--- config.mk ---
export PLATFORM = sky130hd
export DESIGN_NAME = term_dma_writer
export DESIGN_NICKNAME = d
export VERILOG_FILES = /design/src/rtl/term_pkg.sv /design/src/rtl/term_cursor.sv /design/src/rtl/term_dma_writer.sv
export SDC_FILE = /design/constraint.sdc
export NUM_CORES = 1
export LEC_CHECK = 0
export ABC_AREA = 1
export CAP_MARGIN = 20
export CORE_MARGIN = 1.5
export CORE_UTILIZATION = 50
export DETAILED_ROUTE_END_ITERATION = 16
export MAX_ROUTING_LAYER = met4
export PLACE_DENSITY = 0.74
export SETUP_SLACK_MARGIN = 0.02
export SLEW_MARGIN = 5
export SYNTH_ARGS = -nofsm -noshare
export SYNTH_HDL_FRONTEND = slang
export SYNTH_HIERARCHICAL = 1
export SYNTH_SLANG_ARGS = --single-unit
export TNS_END_PERCENT = 1
--- constraint.sdc ---
create_clock -name i_clk -period 4 [get_ports i_clk]
set_input_delay 1 -clock i_clk [delete_from_list [all_inputs] [get_ports i_clk]]
set_output_delay 1 -clock i_clk [all_outputs]
set_load 0.05 [all_outputs]
--- src/rtl/term_pkg.sv ---
// Shared constants, control codes and state/operation enums for the
// terminal-to-video-RAM writer.
`timescale 1ns/1ps
package term_pkg;

  localparam int COLS   = 80;
  localparam int ROWS   = 25;
  localparam int CELLS  = COLS * ROWS;
  localparam int ADDR_W = 12;

  localparam logic [7:0] BLANK    = 8'h20;
  localparam logic [7:0] CR       = 8'h0D;
  localparam logic [7:0] LF       = 8'h0A;
  localparam logic [7:0] BS       = 8'h08;
  localparam logic [7:0] FF       = 8'h0C;
  localparam logic [7:0] PRINT_LO = 8'h20;
  localparam logic [7:0] PRINT_HI = 8'h7E;

  typedef enum logic [1:0] {
    INIT_CLR,
    IDLE,
    CLR_LINE,
    CLR_SCR
  } state_t;

  // Cursor movement requests issued by the writer FSM to the cursor tracker.
  typedef enum logic [2:0] {
    CUR_NONE,
    CUR_ADV,
    CUR_BACK,
    CUR_CR,
    CUR_NL,
    CUR_HOME
  } cur_op_t;

  function automatic logic is_printable(input logic [7:0] b);
    return (b >= PRINT_LO) && (b <= PRINT_HI);
  endfunction

endpackage

--- src/rtl/term_cursor.sv ---
// Row/column/linear-address cursor tracker. The linear address is kept
// incrementally alongside row and col so no multiplier is needed.
`timescale 1ns/1ps
module term_cursor #(
  parameter int COLS = term_pkg::COLS,
  parameter int ROWS = term_pkg::ROWS
) (
  input  logic        clk,
  input  logic        rst,
  input  logic [2:0]  op,
  output logic [11:0] addr,
  output logic        at_last_col,
  output logic [11:0] next_row_base
);
  import term_pkg::*;

  localparam int COL_W = (COLS > 1) ? $clog2(COLS) : 1;
  localparam int ROW_W = (ROWS > 1) ? $clog2(ROWS) : 1;
  localparam logic [COL_W-1:0] LAST_COL = COL_W'(COLS - 1);
  localparam logic [ROW_W-1:0] LAST_ROW = ROW_W'(ROWS - 1);
  localparam logic [11:0]      ROW_STEP = 12'(COLS);

  logic [COL_W-1:0] col;
  logic [ROW_W-1:0] row;
  logic             at_last_row;
  cur_op_t          op_e;

  assign op_e        = cur_op_t'(op);
  assign at_last_col = (col == LAST_COL);
  assign at_last_row = (row == LAST_ROW);
  // Start address of the row below, wrapping the bottom row back to the top.
  assign next_row_base = at_last_row ? 12'd0 : (addr - 12'(col) + ROW_STEP);

  // Apply one cursor movement per cycle; address tracks row/col in lockstep.
  always_ff @(posedge clk) begin
    if (rst) begin
      row  <= '0;
      col  <= '0;
      addr <= '0;
    end else begin
      case (op_e)
        CUR_ADV: begin
          if (at_last_col) begin
            col  <= '0;
            row  <= at_last_row ? '0 : row + 1'b1;
            addr <= next_row_base;
          end else begin
            col  <= col + 1'b1;
            addr <= addr + 1'b1;
          end
        end
        CUR_BACK: begin
          // Home cell is a hard stop; otherwise step back, crossing rows.
          if (addr != 12'd0) begin
            if (col == '0) begin
              col <= LAST_COL;
              row <= row - 1'b1;
            end else begin
              col <= col - 1'b1;
            end
            addr <= addr - 1'b1;
          end
        end
        CUR_CR: begin
          col  <= '0;
          addr <= addr - 12'(col);
        end
        CUR_NL: begin
          col  <= '0;
          row  <= at_last_row ? '0 : row + 1'b1;
          addr <= next_row_base;
        end
        CUR_HOME: begin
          row  <= '0;
          col  <= '0;
          addr <= '0;
        end
        default: ;
      endcase
    end
  end

endmodule

--- src/rtl/term_dma_writer.sv ---
// Host byte stream to text video RAM writer: prints characters, handles
// CR/LF/BS/FF, and clears lines or the whole screen one cell per cycle.
`timescale 1ns/1ps
module term_dma_writer #(
  parameter int         COLS  = term_pkg::COLS,
  parameter int         ROWS  = term_pkg::ROWS,
  parameter logic [7:0] BLANK = term_pkg::BLANK
) (
  input  logic        i_clk,
  input  logic        i_rst,
  input  logic [7:0]  i_data,
  input  logic        i_valid,
  output logic        o_ready,
  output logic [11:0] o_vram_addr,
  output logic [7:0]  o_vram_data,
  output logic        o_vram_we,
  output logic [11:0] o_cursor_addr,
  output logic        o_cursor_on,
  output logic        o_busy
);
  import term_pkg::*;

  localparam int          NUM_CELLS    = COLS * ROWS;
  localparam logic [11:0] LAST_CELL    = 12'(NUM_CELLS - 1);
  localparam logic [11:0] ROW_LAST_OFS = 12'(COLS - 1);

  state_t      state;
  logic [11:0] clr_addr;
  logic [11:0] clr_last;
  logic        clr_done;
  logic        accept;
  logic        printable;
  logic        start_line;
  logic        start_scr;
  cur_op_t     cur_op;
  logic [11:0] cur_addr;
  logic [11:0] next_row_base;
  logic        at_last_col;

  assign accept    = o_ready & i_valid;
  assign printable = is_printable(i_data);
  assign clr_done  = (clr_addr == clr_last);

  term_cursor #(
    .COLS(COLS),
    .ROWS(ROWS)
  ) u_cursor (
    .clk           (i_clk),
    .rst           (i_rst),
    .op            (cur_op),
    .addr          (cur_addr),
    .at_last_col   (at_last_col),
    .next_row_base (next_row_base)
  );

  assign o_cursor_addr = cur_addr;

  // Decode the accepted byte into a cursor move and any clear it triggers.
  always_comb begin
    cur_op     = CUR_NONE;
    start_line = 1'b0;
    start_scr  = 1'b0;
    if (accept) begin
      if (printable) begin
        cur_op     = CUR_ADV;
        start_line = at_last_col;
      end else begin
        case (i_data)
          CR: cur_op = CUR_CR;
          LF: begin
            cur_op     = CUR_NL;
            start_line = 1'b1;
          end
          BS: cur_op = CUR_BACK;
          FF: start_scr = 1'b1;
          default: ;
        endcase
      end
    end else if ((state == INIT_CLR || state == CLR_SCR) && clr_done) begin
      // Full-screen clears park the cursor at home as they finish.
      cur_op = CUR_HOME;
    end
  end

  // Writer FSM: byte writes in IDLE, one blank cell per cycle while clearing.
  always_ff @(posedge i_clk) begin
    if (i_rst) begin
      state       <= INIT_CLR;
      clr_addr    <= '0;
      clr_last    <= LAST_CELL;
      o_vram_we   <= 1'b0;
      o_vram_addr <= '0;
      o_vram_data <= BLANK;
      o_ready     <= 1'b0;
      o_cursor_on <= 1'b0;
      o_busy      <= 1'b1;
    end else begin
      o_vram_we <= 1'b0;
      case (state)
        IDLE: begin
          if (accept && printable) begin
            o_vram_we   <= 1'b1;
            o_vram_addr <= cur_addr;
            o_vram_data <= i_data;
          end
          if (start_line) begin
            // The new row's base is where the cursor lands this same edge.
            state    <= CLR_LINE;
            clr_addr <= next_row_base;
            clr_last <= next_row_base + ROW_LAST_OFS;
            o_ready  <= 1'b0;
            o_busy   <= 1'b1;
          end else if (start_scr) begin
            state       <= CLR_SCR;
            clr_addr    <= '0;
            clr_last    <= LAST_CELL;
            o_ready     <= 1'b0;
            o_busy      <= 1'b1;
            o_cursor_on <= 1'b0;
          end
        end
        default: begin
          o_vram_we   <= 1'b1;
          o_vram_addr <= clr_addr;
          o_vram_data <= BLANK;
          clr_addr    <= clr_addr + 1'b1;
          if (clr_done) begin
            state       <= IDLE;
            o_ready     <= 1'b1;
            o_busy      <= 1'b0;
            o_cursor_on <= 1'b1;
          end
        end
      endcase
    end
  end

endmodule

# Word level (Yosys, flattened, before mapping)
# Index checks and enable logic that the tools add are counted.
[op_classes]
addsub = 10
n_lt_le_gt_ge = 2
n_eq_ne = 21
muxes = 46
bitwise = 2
n_reduce_logical = 20
[op_table]
columns = ["op", "count"]
rows = [
  ["$mux 12", 10],
  ["$pmux 12 s5", 1],
  ["$eq 8x4->1 const B", 4],
  ["$add 12x1->12 const B", 2],
  ["$add 12x7->12 const B", 2],
  ["$mux 7", 3],
  ["$pmux 7 s3", 1],
  ["$mux 5", 4],
  ["$pmux 5 s4", 1],
  ["$mux 1", 18],
  ["$eq 12x12->1", 1],
  ["$reduce_bool 12->1", 1],
  ["$sub 12x1->12 const B", 1],
  ["$sub 12x7->12", 1],
  ["$mux 3", 3],
  ["$pmux 3 s3", 1],
  ["$ge 8x6->1 const B", 1],
  ["$le 8x7->1 const B", 1],
  ["$mux 2", 4],
  ["$ne 2x2->1 const B", 4],
  ["$reduce_and 2->1", 4],
  ["$add 7x1->7 const B", 1],
  ["$eq 7x7->1 const B", 1],
  ["$logic_not 7->1", 1],
  ["other kinds (24)", 30],
]
[totals]
register_bits = 74
inputBits = 11
output_inout_bits = 36
elab_cells = 113

# Longest topological paths before layout
# Gate-level depths: netlist of the first run.
[logic_depth]
ltp_word = 9
depth_mapped = 23
depth_no_buf = 23

# Hierarchy
# The synthesis of the first run kept the hierarchy.
[by_module_without_submodules]
columns = ["mod", "instances", "cells_per_inst", "area_per_inst_um2", "seq_area_each_um2"]
rows = [
  ["term_dma_writer", 1, 475, 3047.9, 1001.0],
  ["term_cursor", 1, 466, 2851.5, 480.5],
]

# Worst setup path before layout of the first run
# Ideal clock, no wire load.
[synth_timing]
path_kind = "register to register"
startpoint = "register u_cursor.addr[0]"
endpoint = "register clr_last[11]"
setup_time_ns = 0.058
arrival_time_ns = 3.110
required_ns = 3.942
setup_slack_ns = 0.832
path_stages_with_launch = 22
n_path_buf = 0
synth_period_minus_slack_ns = 3.168
cell_sequence = "dfxtp_1 inv_1 ha_1 inv_1 fa_1 nand3_1 nand2_1 nand2_1 nand2_1 ha_1 inv_1 nand2_1 nand3_1 xor2_1 inv_1 nor2_1 inv_1 nor3_1 nand2_1 a21oi_1 nand2_1 nand2_1"
[synth_between]
elab_chain_len = 5
[synth_rtl]
columns = ["item", "line", "rtl"]
rows = [
  ["start, declared", "term_cursor.sv:11", "output logic [11:0] addr,"],
  ["start signal, assigned", "term_cursor.sv:46", "addr <= next_row_base;"],
  ["start signal, assigned", "term_cursor.sv:49", "addr <= addr + 1'b1;"],
  ["start signal, assigned", "term_cursor.sv:61", "addr <= addr - 1'b1;"],
  ["$sub 12x7->12", "term_cursor.sv:32", "assign next_row_base = at_last_row ? 12'd0 : (addr - 12'(col) + ROW_STEP);"],
  ["$add 12x7->12", "term_cursor.sv:32", ""],
  ["$mux 12", "term_cursor.sv:32", ""],
  ["named net next_row_base[10]", "term_dma_writer.sv:37", "logic [11:0] next_row_base;"],
  ["$add 12x7->12", "term_dma_writer.sv:110", "clr_last <= next_row_base + ROW_LAST_OFS;"],
  ["$mux 12", "term_dma_writer.sv:106", "if (start_line) begin"],
  ["end signal, assigned", "term_dma_writer.sv:110", ""],
  ["end, declared", "term_dma_writer.sv:29", "logic [11:0] clr_last;"],
]
# The timed path passes the listed nets, and every way through them passes these cells.
# A chain may end at the register's enable or synchronous reset.

# Worst setup path in the final report of the first run
[layout_timing]
startpoint = "input i_data[0]"
endpoint = "register u_cursor.col[6]"
[layout_between]
elab_chain_len = 8
elab_cells_between_ends = 19
cone_classes = "2 x order compare; 9 x eq/ne; 4 x mux; 4 x reduce/logical"
[layout_rtl]
columns = ["item", "line", "rtl"]
rows = [
  ["start, declared", "term_dma_writer.sv:11", "input logic [7:0] i_data,"],
  ["$ge 8x6->1 (tied with other cells)", "term_pkg.sv:37", "return (b >= PRINT_LO) && (b <= PRINT_HI);"],
  ["$logic_and 1x1->1 or $pmux 3 s3 (tied branches)", "term_pkg.sv:37, term_dma_writer.sv:68", ""],
  ["$mux 3 (*)", "term_dma_writer.sv:64", "if (printable) begin"],
  ["$mux 3 (*)", "term_dma_writer.sv:63", "if (accept) begin"],
  ["named net cur_op[1]", "term_dma_writer.sv:35", "cur_op_t cur_op;"],
  ["$eq 3x2->1 or $eq 3x3->1 (tied branches)", "term_cursor.sv:41", "case (op_e)"],
  ["$reduce_or 3->1 (no source line)", "--", ""],
  ["$reduce_bool 3->1 (no source line)", "--", ""],
  ["$reduce_and 2->1 (no source line)", "--", ""],
  ["end signal, assigned", "term_cursor.sv:48", "col <= col + 1'b1;"],
  ["end signal, assigned", "term_cursor.sv:59", "col <= col - 1'b1;"],
  ["end, declared", "term_cursor.sv:23", "logic [COL_W-1:0] col;"],
]
# The timed path passes the listed nets; every way through them passes the cells marked *.

==> results of run 1 <==
[cell usage in the layout, fill, tap and decap left out, types with 5 or more instances in the layout]
cell type / synthesis / routed
o221ai_1: 5 / 5
nor2_2: 19 / 19
nand2_4: 6 / 6
ha_1: 20 / 20
nor2_1: 76 / 76
inv_2: 11 / 11
a21oi_1: 49 / 49
nand4_1: 16 / 16
clkdlybuf4s50_1: 0 / 46
xnor2_1: 6 / 6
a31oi_1: 16 / 16
xor2_1: 25 / 25
buf_4: 3 / 19
clkbuf_16: 0 / 9
nand2_2: 6 / 6
nor3_1: 15 / 15
dfxtp_1: 74 / 74
nand2_1: 254 / 254
nand3_1: 86 / 86
o21ai_1: 12 / 12
inv_1: 117 / 117
o21ai_0: 47 / 47
[synthesized netlist by cell type (2+ instances only)]
cell type and instances:
dfxtp_1 74, ha_1 20, a211oi_1 2, o21ai_1 12
a21oi_2 3, nand3_2 2, nor2_8 2, or2_2 4
inv_2 11, xor2_1 25, buf_2 9, nor3_4 4
o221ai_1 5, a21oi_1 49, a32oi_1 4, o22ai_1 3
nor2_1 76, nand3_1 86, buf_4 3, nor3_2 3
o31ai_1 3, buf_1 2, nand2_1 254, o211ai_1 4
o21ai_0 47, clkbuf_1 10, xnor2_1 6, nor2_2 19
nand4_1 16, nand2_4 6, buf_6 4, a221oi_1 3
nand3b_1 3, a31oi_1 16, nand2_2 6, nor3_1 15
a22oi_1 2, inv_1 117, o21a_1 3
[through the flow]
stage               std cells  setup slack (ps)  hold slack (ps)  utilization
global route             1137               214              486        0.596
finish                   1137               498              467        0.596
CTS                      1137               559              466        0.596
floorplan                 941               832              433            -
detailed placement       1121               204              454        0.569
global placement         1121               244              449        0.569
[registers in the layout (all words and copies together), names as in the netlist]
name,cells
o_vram_we,1
o_cursor_on,1
state,2
u_cursor/col,7
u_cursor/row,5
o_ready,1
o_busy,1
clr_addr,12
o_vram_addr,12
u_cursor/addr,12
o_vram_data,8
clr_last,12
[worst max-delay path, stage by stage]
cell and delay (ps):
clkdlybuf4s50_1 540, inv_1 90, nor3_1 270, o21a_1 220
inv_1 110, ha_1 330, inv_2 120, o21ai_1 140
buf_4 200, a21oi_1 330, o31ai_1 130, o221ai_1 190
inv_1 60
[how the worst max path moves through the flow]
stage,cells after the start,slack [ps],startpoint,to
CTS,13,560,i_data[0],u_cursor/col[6]
global route,14,210,i_data[0],u_cursor/addr[3]
floorplan,21,830,u_cursor/addr[0],clr_last[11]
global placement,14,240,i_data[0],u_cursor/addr[3]
detailed placement,13,200,i_data[0],u_cursor/col[6]
finish,13,500,i_data[0],u_cursor/col[6]
[final cells by class]
class,count,area (sq um),share of cell area
Clock buffer,11,243,0.0355
Sequential cell,74,1480,0.217
Multi-Input combinational cell,710,3770,0.553
Tap cell,143,179,0.0262
Timing Repair Buffer,65,603,0.0883
Inverter,129,487,0.0713
Clock inverter,5,62.6,0.00916
[logic make-up (layout without fill, tap and decap cells)]
group	after synthesis	count (layout)	synth area share
simple gates	500	500	0.393
fa+ha+maj	21	21	0.0458
flops	74	74	0.251
compound gates	158	158	0.155
xor+xnor	31	31	0.0460
buf+inv	157	210	0.109
[metal layers]
| metal | vias up | GRT usage | share of wire |
|---|---|---|---|
| li1 | 3176 | - | - |
| met3 | 34 | 0.0631 | 0.064 |
| met5 | - | - | 0 |
| met1 | 2770 | 0.365 | 0.45 |
| met4 | 0 | 0.0878 | 0.022 |
| met2 | 219 | 0.450 | 0.46 |
[power by group]
group          switching [mW]  internal, mW
sequential            0.00551         0.742
clock                   0.332         0.503
combinational          0.0423        0.0251
total                   0.380          1.27
==> results.py, run 1 <==
metrics = {
    "min_path": {
        "hp-class": "reg2reg",
        "whs_endpoint": "clr_last[11]",
        "min_from": "clr_last[11]",
        "holdPathStages": 2,
    },
    "floorplanning": {
        "io_pins": 47,
        "die_h_microns": 112,
        "placementRows": 39,
        "initial_core_util": 0.514,
        "die-area_sq_mm": 0.0125,
        "die_x_microns": 112,
        "core_area_sq_mm": 0.0115,
    },
    "sta": {
        "clock.fmax_mhz": 286,
        "slew_headroom": 0.401,
        "worst_pin_slew_ps": 898,
        "rsz0062_at_grt": "false",
        "slew_violations": 0,
        "fin_crit_sh": 0.876,
        "setup_tns_ps": 0,
        "hold_viol": 0,
        "skew_ps": 8.93,
        "final.min_clock_period_ps": 3500,
        "setup_viol": 0,
    },
    "critical_path": {
        "critPathKind": "in2reg",
        "regToRegSetupSlack_ps": 600,
        "crit-reg2reg-launch": "u_cursor/addr[0]",
        "crit_fanout": 10,
        "rr_endpoint": "clr_last[11]",
        "end_kind": "flop",
        "ff2ff_path_depth": 21,
        "cp.required_ps": 4240,
        "cp-start-kind": "input pin",
        "arrival_ps": 3740,
    },
    "clocking": {
        "numCtsBuffers": 9,
        "htreeDepth": 3,
        "cts_setup_buffers": 0,
        "ctsLongestPathBuffers": 2,
        "clock_sinks": 74,
        "root_buffer": "clkbuf_16",
        "cts-hold-fix-buffers": 0,
        "clk_pin_slew_worst_paths_ps": 60,
        "cts_resized": 0,
        "insertion_delay_ps": 350,
        "cts_tree": "done",
    },
    "synthesis": {
        "synth.avg_cell_area_sq_um": 6.27,
        "synth_top_area_share": 0.251,
        "synth_flop_cell": "dfxtp_1",
        "syn_area_sq_mm": 0.00590,
        "yosysTopAreaCell": "dfxtp_1",
        "yosys_warnings": 6,
        "synthArstFlopShare": 0,
        "synth.yosys.seq_area_share": 0.251,
        "synthCells": 941,
        "ys_ff_latch": 74,
        "synth_area_leaders": "dfxtp_1 25%, nand2_1 16%, inv_1 7.4%",
        "synth_cell_types": 47,
        "synth_edf_count": 0,
        "synth_nets": 973,
    },
    "placement": {
        "placed_cell_area_sq_mm": 0.00652,
        "gp_congestion": 0.984,
        "dp_hpwl_microns": 12700,
        "numPortBuffers": 46,
    },
    "global_routing": {
        "grt_use_total": 0.285,
        "grt_pass1_wl_microns": 27800,
        "antenna_found_initial": 0,
        "grt_pass1_vias": 5602,
        "grt_max_degree": 31,
        "overflow": 0,
    },
    "finish": {
        "fillCellCount": 1131,
        "final_nets": 1021,
        "area_delta_synth_final_pct": 15.8,
        "layout-drive-gt1-share": 0.0996,
        "stdcell_area_sq_mm": 0.00683,
        "n_antenna_cell": 0,
    },
    "route": {
        "wirelength_microns": 17100,
        "drc": 0,
        "ant_nets": 0,
        "firstDrtPassIters": 5,
        "num_vias": 6199,
        "drt_iter0_drc": 554,
        "avgViaCountPerCell": 5.45,
        "routedWlPerCell_microns": 15.1,
    },
    "power": {
        "ir_drop_uv": 331,
        "total_power_mw": 1.65,
        "p_leak_nw": 3.11,
        "p_per_area_mw_per_mm2": 242,
    },
    "status": {
        "status": "complete, no violations",
    },
    "flow_run": {
        "drv_cap": 0,
    },
}
No activity file was read; power rests on OpenSTA's default activity.
==> run 2, diff against run 1 <==
HOLD_SLACK_MARGIN = 0.02   (was unset)
==> results of run 2 <==
No change in the layout: final DEF, timing and power equal those of run 1.
==> run 3, diff against run 2 <==
PLACE_DENSITY = 0.7   (was 0.74)
==> results.py, run 3 (synthesized netlist as in run 1, its figures left out) <==
metrics = {
    "floorplanning": {
        "die-area_sq_mm": 0.0125,
        "core_area_sq_mm": 0.0115,
        "die_x_microns": 112,
        "initial_core_util": 0.514,
        "die_h_microns": 112,
        "io_pins": 47,
        "placementRows": 39,
    },
    "clocking": {
        "cts_resized": 0,
        "cts_tree": "done",
        "insertion_delay_ps": 350,
        "numCtsBuffers": 9,
        "cts-hold-fix-buffers": 0,
        "clock_sinks": 74,
        "htreeDepth": 3,
        "ctsLongestPathBuffers": 2,
        "root_buffer": "clkbuf_16",
        "clk_pin_slew_worst_paths_ps": 60,
        "cts_setup_buffers": 0,
    },
    "finish": {
        "area_delta_synth_final_pct": 16.6,
        "final_nets": 1024,
        "fillCellCount": 1145,
        "multiInputGateArea_sq_mm": 0.00377,
        "final_cell_mix": "254 x nand2_1, 117 x inv_1, 86 x nand3_1, 76 x nor2_1, 74 x dfxtp_1",
        "stdcell_area_sq_mm": 0.00688,
        "fin_util": 0.600,
        "layout-drive-gt1-share": 0.102,
        "final_common_cell": "nand2_1",
        "n_antenna_cell": 0,
        "ff_latch_area_sq_mm": 0.00148,
    },
    "placement": {
        "numPortBuffers": 46,
        "dp_hpwl_microns": 12800,
        "placed_cell_area_sq_mm": 0.00655,
        "gp_congestion": 0.960,
    },
    "sta": {
        "fin_crit_sh": 0.879,
        "slew_headroom": 0.377,
        "rsz0062_at_grt": "false",
        "skew_ps": 4.69,
        "setup_tns_ps": 0,
        "worst_pin_slew_ps": 933,
        "clock.fmax_mhz": 284,
        "hold_viol": 0,
        "slew_violations": 0,
        "whs_ps": 465,
        "setup_viol": 0,
        "final.min_clock_period_ps": 3510,
    },
    "power": {
        "ir_drop_uv": 223,
        "p_per_area_mw_per_mm2": 252,
        "p_leak_nw": 3.15,
    },
    "critical_path": {
        "cp.required_ps": 4290,
        "path_delay_family": "simple AND/OR/NAND/NOR gates",
        "end_kind": "flop",
        "critPathSlowestCell": "clkdlybuf4s50_1",
        "cp-start-kind": "input pin",
        "crit_fanout": 10,
        "cpPeakStageDelay_ps": 540,
        "path_cells": "clkdlybuf4s50_1 > inv_1 > nor2_1 > nand2_2 > nand3_4 > inv_2 > a21oi_1 > nand2_1 > nor3_4 > inv_1 > nor2_2 > inv_2 > o221ai_1 > a21oi_1 > nand2_1 > o211ai_1 > inv_1",
        "arrival_ps": 3810,
        "critPathKind": "in2reg",
        "cp_common_cell": "inv_1",
        "worst-path-buf-inv": 6,
    },
    "route": {
        "highest_layer": "met4",
        "firstDrtPassIters": 5,
        "routed-wl-met2_microns": 7700,
        "dr_wl_met3_microns": 929,
        "drc": 0,
        "routedWlPerCell_microns": 15.0,
        "wl_met1_microns": 7940,
        "ant_nets": 0,
        "avgViaCountPerCell": 5.52,
        "drt_iter0_drc": 598,
        "num_vias": 6291,
        "wirelength_microns": 17100,
    },
    "min_path": {
        "hp-class": "reg2reg",
    },
    "global_routing": {
        "overflow": 0,
        "grt_pass1_vias": 5713,
        "grt_pass1_wl_microns": 28100,
        "grt_use_total": 0.287,
        "antenna_found_initial": 0,
        "grt_max_degree": 31,
    },
    "status": {
        "status": "complete, no violations",
    },
    "flow_run": {
        "drv_cap": 0,
    },
}
[run 3: cell count changes in the layout (fill, tap and decap cells not counted), sizes merged]
cell      delta
buf          +3
bufinv       +1
clkbuf       +1
clkinv       +1
clkinvlp     -2
inv          -1
[run 3: through the flow]
step                cells  total power, mW  setup WS (ps)
floorplan             941            0.802            832
global placement     1124            0.829            215
detailed placement   1124            0.830            159
CTS                  1140             1.74            518
global route         1140             1.78            152
finish               1140             1.73            485
[run 3: worst paths after layout]
check / start / to / slack (ps) / cells past startpoint
hold / removal: o_vram_data[7] / o_vram_data[7] / 470 / 2
setup reg to reg: u_cursor/addr[0] / clr_last[11] / 540 / 21
hold reg to reg: o_vram_data[7] / o_vram_data[7] / 470 / 2
setup / recovery: i_data[0] / u_cursor/addr[3] / 490 / 17
[run 3: metal layers]
layer  global-route usage  vias to the layer above
li1                     -                     3188
met1                0.376                     2851
met2                0.450                      213
met3               0.0327                       39
met4                0.122                        0
met5                    -                        -
[run 3: report_power, final]
group / internal [mW] / leakage [nW] / switching, mW
logic: 0.0252 / 2.39 / 0.0420
registers: 0.742 / 0.598 / 0.00520
clock network: 0.581 / 0.163 / 0.335
total: 1.35 / 3.15 / 0.383
[run 3: layout make-up]
type | instances | area share
Multi-Input combinational cell | 710 | 0.549
Sequential cell | 74 | 0.215
Timing Repair Buffer | 68 | 0.0910
Inverter | 129 | 0.0708
Clock buffer | 12 | 0.0373
Tap cell | 143 | 0.0260
Clock inverter | 4 | 0.0107
[run 3: worst reg2reg max path, cell delays in order (launching register included)]
cell and delay (ps):
dfxtp_1 310, inv_1 200, ha_1 210, inv_1 100, fa_1 420, nand3_1 120, nand2_1 110, nand2_1 100
nand2_1 120, ha_1 250, inv_1 60, nand2_1 100, nand3_1 120, xor2_1 270, inv_1 70, nor2_1 120
inv_1 100, nor3_1 270, nand2_1 90, a21oi_1 150, nand2_1 70, nand2_1 70
